**config.mk**
```make
export PLATFORM = sky130hd
export DESIGN_NAME = program_loader
export DESIGN_NICKNAME = d
export VERILOG_FILES = /design/src/rtl/program_loader.sv
export SDC_FILE = /design/constraint.sdc
export NUM_CORES = 1
export LEC_CHECK = 0
export BUFFER_PORTS_ARGS = -buffer_cell sky130_fd_sc_hd__clkbuf_2
export CAP_MARGIN = 0
export CELL_PAD_IN_SITES_DETAIL_PLACEMENT = 1
export CELL_PAD_IN_SITES_GLOBAL_PLACEMENT = 1
export CORE_ASPECT_RATIO = 1.75
export CORE_MARGIN = 2
export CORE_UTILIZATION = 29
export CTS_CLUSTER_DIAMETER = 100
export CTS_CLUSTER_SIZE = 12
export DETAILED_ROUTE_END_ITERATION = 12
export HOLD_SLACK_MARGIN = 0.06
export PLACE_DENSITY = 0.56
export SKIP_CTS_REPAIR_TIMING = 1
export SYNTH_ARGS = -nofsm -noshare
export SYNTH_HDL_FRONTEND = slang
export SYNTH_SLANG_ARGS = --single-unit
```
**constraint.sdc**
```tcl
create_clock -name clock -period 2.5 [get_ports clock]
set_clock_uncertainty 0.1 [all_clocks]
set_input_delay 0.125 -clock clock [delete_from_list [all_inputs] [get_ports clock]]
set_output_delay 0.125 -clock clock [all_outputs]
set_load 0.01 [all_outputs]
```
**src/rtl/program_loader.sv**
```systemverilog
// Boot loader: takes a length header and big-endian 32-bit words from a byte stream,
// writes them to instruction memory, then releases the cpu from reset.
module program_loader #(
  parameter int ADDR_WIDTH = 8,
  parameter int BASE_ADDR  = 0
) (
  input  logic                  clock,
  input  logic                  reset,
  input  logic                  load_start,
  input  logic                  in_valid,
  output logic                  in_ready,
  input  logic [7:0]            in_data,
  output logic                  imem_we,
  output logic [ADDR_WIDTH-1:0] imem_addr,
  output logic [31:0]           imem_wdata,
  output logic                  cpu_reset,
  output logic                  cpu_enable,
  output logic                  busy,
  output logic                  error,
  output logic [15:0]           words_loaded,
  output logic [2:0]            fsm_state
);

  // Stream handshake: a byte moves on a rising edge where in_valid and in_ready are both 1;
  // in_ready depends only on the current state and load_start, never on in_valid.

  typedef enum logic [2:0] {
    IDLE   = 3'd0,
    HDR_HI = 3'd1,
    HDR_LO = 3'd2,
    DATA   = 3'd3,
    WRITE  = 3'd4,
    RUN    = 3'd5,
    ERR    = 3'd6
  } state_t;

  localparam logic [16:0]           MAX_WORDS = 17'((1 << ADDR_WIDTH) - BASE_ADDR);
  localparam logic [ADDR_WIDTH-1:0] BASE      = ADDR_WIDTH'(BASE_ADDR);
  localparam logic [ADDR_WIDTH-1:0] ADDR_ONE  = ADDR_WIDTH'(1);

  state_t      state, state_next;
  logic [15:0] len;
  logic [1:0]  byte_cnt;
  logic [15:0] hdr_len;
  logic        accept;

  assign in_ready  = ((state == HDR_HI) || (state == HDR_LO) || (state == DATA)) && !load_start;
  assign accept    = in_valid && in_ready;
  assign hdr_len   = {len[15:8], in_data};
  assign fsm_state = state;

  always_ff @(posedge clock or negedge reset) begin
    if (!reset) state <= IDLE;
    else        state <= state_next;
  end

  always_comb begin
    state_next = state;
    unique case (state)
      IDLE:   state_next = IDLE;
      HDR_HI: if (accept) state_next = HDR_LO;
      HDR_LO: begin
        if (accept) begin
          if (hdr_len == 16'd0)                state_next = RUN;
          else if ({1'b0, hdr_len} > MAX_WORDS) state_next = ERR;
          else                                 state_next = DATA;
        end
      end
      DATA:   if (accept && (byte_cnt == 2'd3)) state_next = WRITE;
      WRITE:  state_next = ((words_loaded + 16'd1) == len) ? RUN : DATA;
      RUN:    state_next = RUN;
      ERR:    state_next = ERR;
      default: state_next = IDLE;
    endcase
    if (load_start) state_next = HDR_HI;
  end

  // Status outputs are registered from the next state so they change on the same edge as state.
  always_ff @(posedge clock or negedge reset) begin
    if (!reset) begin
      imem_we    <= 1'b0;
      cpu_reset  <= 1'b1;
      cpu_enable <= 1'b0;
      busy       <= 1'b0;
      error      <= 1'b0;
    end else begin
      imem_we    <= (state_next == WRITE);
      cpu_reset  <= (state_next != RUN);
      cpu_enable <= (state_next == RUN);
      busy       <= (state_next == HDR_HI) || (state_next == HDR_LO) ||
                    (state_next == DATA)   || (state_next == WRITE);
      error      <= (state_next == ERR);
    end
  end

  always_ff @(posedge clock or negedge reset) begin
    if (!reset) begin
      len          <= 16'd0;
      byte_cnt     <= 2'd0;
      imem_addr    <= BASE;
      imem_wdata   <= 32'd0;
      words_loaded <= 16'd0;
    end else if (load_start) begin
      len          <= 16'd0;
      byte_cnt     <= 2'd0;
      imem_addr    <= BASE;
      words_loaded <= 16'd0;
    end else begin
      if (accept && (state == HDR_HI)) len[15:8] <= in_data;
      if (accept && (state == HDR_LO)) len[7:0]  <= in_data;
      if (accept && (state == DATA)) begin
        imem_wdata <= {imem_wdata[23:0], in_data};
        byte_cnt   <= byte_cnt + 2'd1;
      end
      if (state == WRITE) begin
        imem_addr    <= imem_addr + ADDR_ONE;
        words_loaded <= words_loaded + 16'd1;
      end
    end
  end

endmodule

```
# Yosys cells after proc, flatten, opt, wreduce, memory -nomap -nowiden
# Cells that the tools add are included.
[op_classes] n_addsub=3 order_cmp=1 n_eq_ne=15 mux=17 n_bitwise=1 n_reduce_logical=18
[op_table] operator="two-way mux 16 bit" count=3
[op_table] operator="two-way mux 8 bit" count=4
[op_table] operator="two-way mux 3 bit" count=7
[op_table] operator="== test 3 bit, second input constant" count=6
[op_table] operator="case mux 3 bit (6 select lines)" count=1
[op_table] operator="adder 16 x 1 -> 16 bit, second input constant" count=1
[op_table] operator="== test 16 bit" count=1
[op_table] operator="> comparator 16 x 9 -> 1 bit, second input constant" count=1
[op_table] operator="logical NOT 16 bit" count=1
[op_table] operator="== test 3 x 2 -> 1 bit, second input constant" count=4
[op_table] operator="adder 8 x 1 -> 8 bit, second input constant" count=1
[op_table] operator="nonzero test 2 bit" count=4
[op_table] operator="== test 3 x 1 -> 1 bit, second input constant" count=2
[op_table] operator="logical AND 1 bit" count=6
[op_table] operator="logical OR 1 bit" count=5
[op_table] operator="two-way mux 2 bit" count=2
[op_table] operator="!= test 3 bit, second input constant" count=1
[op_table] operator="adder 2 x 1 -> 2 bit, second input constant" count=1
[op_table] operator="== test 2 bit, second input constant" count=1
[op_table] operator="AND reduction 2 bit" count=1
[op_table] operator="logical NOT 1 bit" count=1
[op_table] operator="NOT 1 bit" count=1
[word_totals] ff_bits=82 in_bits=12 out_inout_bits=65 word_cells=67

# Logic depth before layout (Yosys ltp)
[logic_depth] ltp_word=13 mapped_depth=7 ltp_nobuf=7

# Worst setup path after synthesis
# No wires, ideal clock.
[synth_timing] path_type="reg-to-reg" start="register words_loaded[0]" end="register cpu_enable" setup_ps=64 arrival_ps=2169 required_ps=2336 slack_ps=167 stages_incl_launch_ff=8 path_buffers=0 synth_period_minus_slack_ps=2333 path_cell_list="dfrtp_1 > ha_1 > nand3_4 > or3_1 > o31a_1 > a221o_1 > and4bb_1 > o21a_1"
[synth_between] elab_chain_cells=6
[synth_lines] element="start: declaration" line="20" text="output logic [15:0] words_loaded,"
[synth_lines] element="start signal: assignment" line="117" text="words_loaded <= words_loaded + 16'd1;"
[synth_lines] element="adder 16 x 1 -> 16 bit" line="70" text="WRITE: state_next = ((words_loaded + 16'd1) == len) ? RUN : DATA;"
[synth_lines] element="== test 16 bit" line="70"
[synth_lines] element="two-way mux 3 bit" line="70"
[synth_lines] element="case mux 3 bit (6 select lines)" line="59" text="unique case (state)"
[synth_lines] element="two-way mux 3 bit" line="75" text="if (load_start) state_next = HDR_HI;"
[synth_lines] element="== test 3 bit" line="89" text="cpu_enable <= (state_next == RUN);"
[synth_lines] element="end signal: assignment" line="89"
[synth_lines] element="end: declaration" line="17" text="output logic cpu_enable,"
# Every way passes these cells.
# A chain may end at the register's enable or synchronous reset.

# Worst setup path in the final report
# Same ends and word-level chain as after synthesis.

==> metrics.cfg <==
[yosys]
synth_area_leader_cell=dfrtp_1
synth_edf_count=0
yosys-top-cells-area=dfrtp_1 49%, mux2_2 8.8%, xnor2_1 4.7%
async_flop_share_pct=100.0
yosysMostFrequentCell=dfrtp_1
ys_top_cells_by_count=81 x dfrtp_1, 36 x nor2_1, 32 x mux2_2, 28 x nand2_1, 22 x xnor2_1
synthDominantCellAreaShare_pct=49.26
syn_area_mm2=0.004115
synthCells=388
seq_area_frac_synth_pct=49.89
yosysUniqueCellTypes=53
avgSynthCellArea_um2=10.61
synth_nets=403
dominantRegCellSynth=dfrtp_1
ys_warn_count=0
synth-seq-cells=82

[power_and_ir_drop]
p_sw_w=0.001122
pwr-share-seq_pct=43.7
powerDensity_mw_per_mm2=764.2
p_int_w=0.002858
swShare_pct=28.19
ir_drop_mv=0.3838
clkPwrFrac_pct=36.0
totalPowerFinal_w=0.003980
combPwrFrac_pct=20.3
power_leakage_nw=2.378

[timing]
max_slew_margin_pct=66.17
max_slew.worst_pin.slew_ps=501.1
finalSetupTns_ps=0
hold_viol=0
timing.final.crit_share_pct=91.77
finalCriticalPeriod_ps=2294
finalSetupViolations=0
rsz0062_at_grt=no
slew_violations=0
fmax_mhz=435.8
worst_slack_ps=205.6

[placement]
io_buffers=76
dpl_worst_slack_ps=45.28
place_hpwl_um=8326
gp_congestion=0.8359

[global_route]
grt_pass1_wl_um=18540
grt_max_degree=83
grt_use_total_pct=15.73
antenna_found_initial=0
grt_pass1_vias=3527
grt_remaining_overflow=0

[clock_network]
clk_pin_slew_ps=60
clock_latency_ps=330
cts-root-buf=clkbuf_16
cts_buffer_depth=2
htree_levels=3
numCtsBuffers=9
cts_sinks=82
cts_tree=done

[setup_path]
cp_slowest_cell=or3_1
worstSetupPathType=flip-flop to flip-flop
crit_path_max_incr_delay_ps=390
worstPathArrival_ps=2470
path_cells=ha_1 -> nand3_4 -> or3_1 -> o31a_1 -> a221o_1 -> and4bb_1 -> o21a_1
cp-start-kind=flip-flop
worstSetupEndpointType=flip-flop
critPathRequiredTime_ps=2680
cp_max_fo=4

[outcome]
status=complete, no violations

[die]
die-area_mm2=0.01520
pin_count=77
start_util_pct=29.59
die_h_um=161.6
core_area_mm2=0.01391
die_x_um=94.05
fp-row-count=57

[drt]
wl_per_cell_um=17.06
firstDrtPassIters=4
postRouteAntennaNets=0
drt_iter0_drc=57
vias=3246
drcViolationCount=0
wl_um=11280
vias_per_cell=4.911

[worst_hold_path]
hold_path.class=primary input to flip-flop

[layout]
syn2layout_area_growth_pct=26.54
fin_util_pct=37.44
antenna_cells=0
drive_gt1_share_pct=32.85
nNetsFinal=494

[job]
cap_viol_max_count=0

## routing by layer
metal  GRT usage [%]  vias to the layer above  wire [um]  part of all wire, %
li1                -                     1545          -                    -
met1           17.60                     1626       4481                   40
met2           28.47                       59       6132                   54
met3           2.659                       16        295                  2.6
met4           7.181                        0        367                  3.3
met5               0                        -          0                    0
## cell usage in the layout, fill, tap and decap left out, drive strengths merged, types with 3 or more instances in the layout
master and n:
clkbuf 85, nand4 9, nor2b 3, inv 6, nor2 36, mux2i 8, nand3 10, mux2 32
nand2b 11, or3 10, o21ai 17, dfrtp 81, buf 20, ha 3, nand2 28, nor3 7
a21oi 11, o311ai 3, xor2 18, nor4 8, and2 4, nand3b 3, xnor2 22, and3 3
dlygate4sd3 9
## stage by stage
stage | hold slack (ps) | cells | cell area, um^2
after floorplan | -270.6 | 388 | 4115
after global placement | 90.17 | 636 | 4778
after detailed placement | 97.70 | 636 | 4778
after CTS | -265.2 | 652 | 5097
after global routing | 166.5 | 661 | 5207
final | 140.9 | 661 | 5207
## final timing paths
check / startpoint / end / slack, ps / cells after the start
setup / recovery: words_loaded[0] / cpu_enable / 210 / 7
hold / removal: load_start / words_loaded[12] / 140 / 3
setup reg to reg: words_loaded[0] / cpu_enable / 210 / 7
hold reg to reg: imem_wdata[29] / imem_wdata[29] / 410 / 1
max in group asynchronous: reset / byte_cnt[0] / 1680 / 3
min in group asynchronous: reset / imem_addr[5] / 260 / 3
## final cells by class
type | count | area (um^2)
fillers | 1570 | 8700
clock inverters | 6 | 90.09
multi-input cells | 277 | 1959
clock buffers | 10 | 229.0
repair buffers | 104 | 628.1
well taps | 177 | 221.5
inverters | 5 | 18.77
flip-flops and latches | 82 | 2061
## power groups by stage
stage | Clock, W | Combinational, W | Sequential [W]
floorplan | 0 | 0.000327 | 0.00185
global route | 0.00153 | 0.000885 | 0.00178
finish | 0.00143 | 0.000807 | 0.00174
CTS | 0.00148 | 0.000817 | 0.00174
detailed placement | 0 | 0.000811 | 0.00176
global placement | 0 | 0.000797 | 0.00175
## state kept, by name, summed over array words and instances, names as in the netlist
signal        cells
busy              1
byte_cnt          2
cpu_enable        1
cpu_reset         1
error             1
fsm_state         3
imem_addr         8
imem_wdata       32
imem_we           1
len              16
words_loaded     16
## worst max-delay path, delay by kind of cell, from the launching register on
family          cells  cell delay (ps)
compound gates      3              710
flops               1              350
simple gates        3              820
fa+ha+maj           1              260
## logic make-up after synthesis
group | synth area share, %
xor+xnor | 8.513
compound gates | 8.453
mux | 10.70
fa+ha+maj | 0.9122
buf+inv | 2.980
flops | 49.89
simple gates | 18.55
Note: power is estimated with default switching activity, not from simulation.
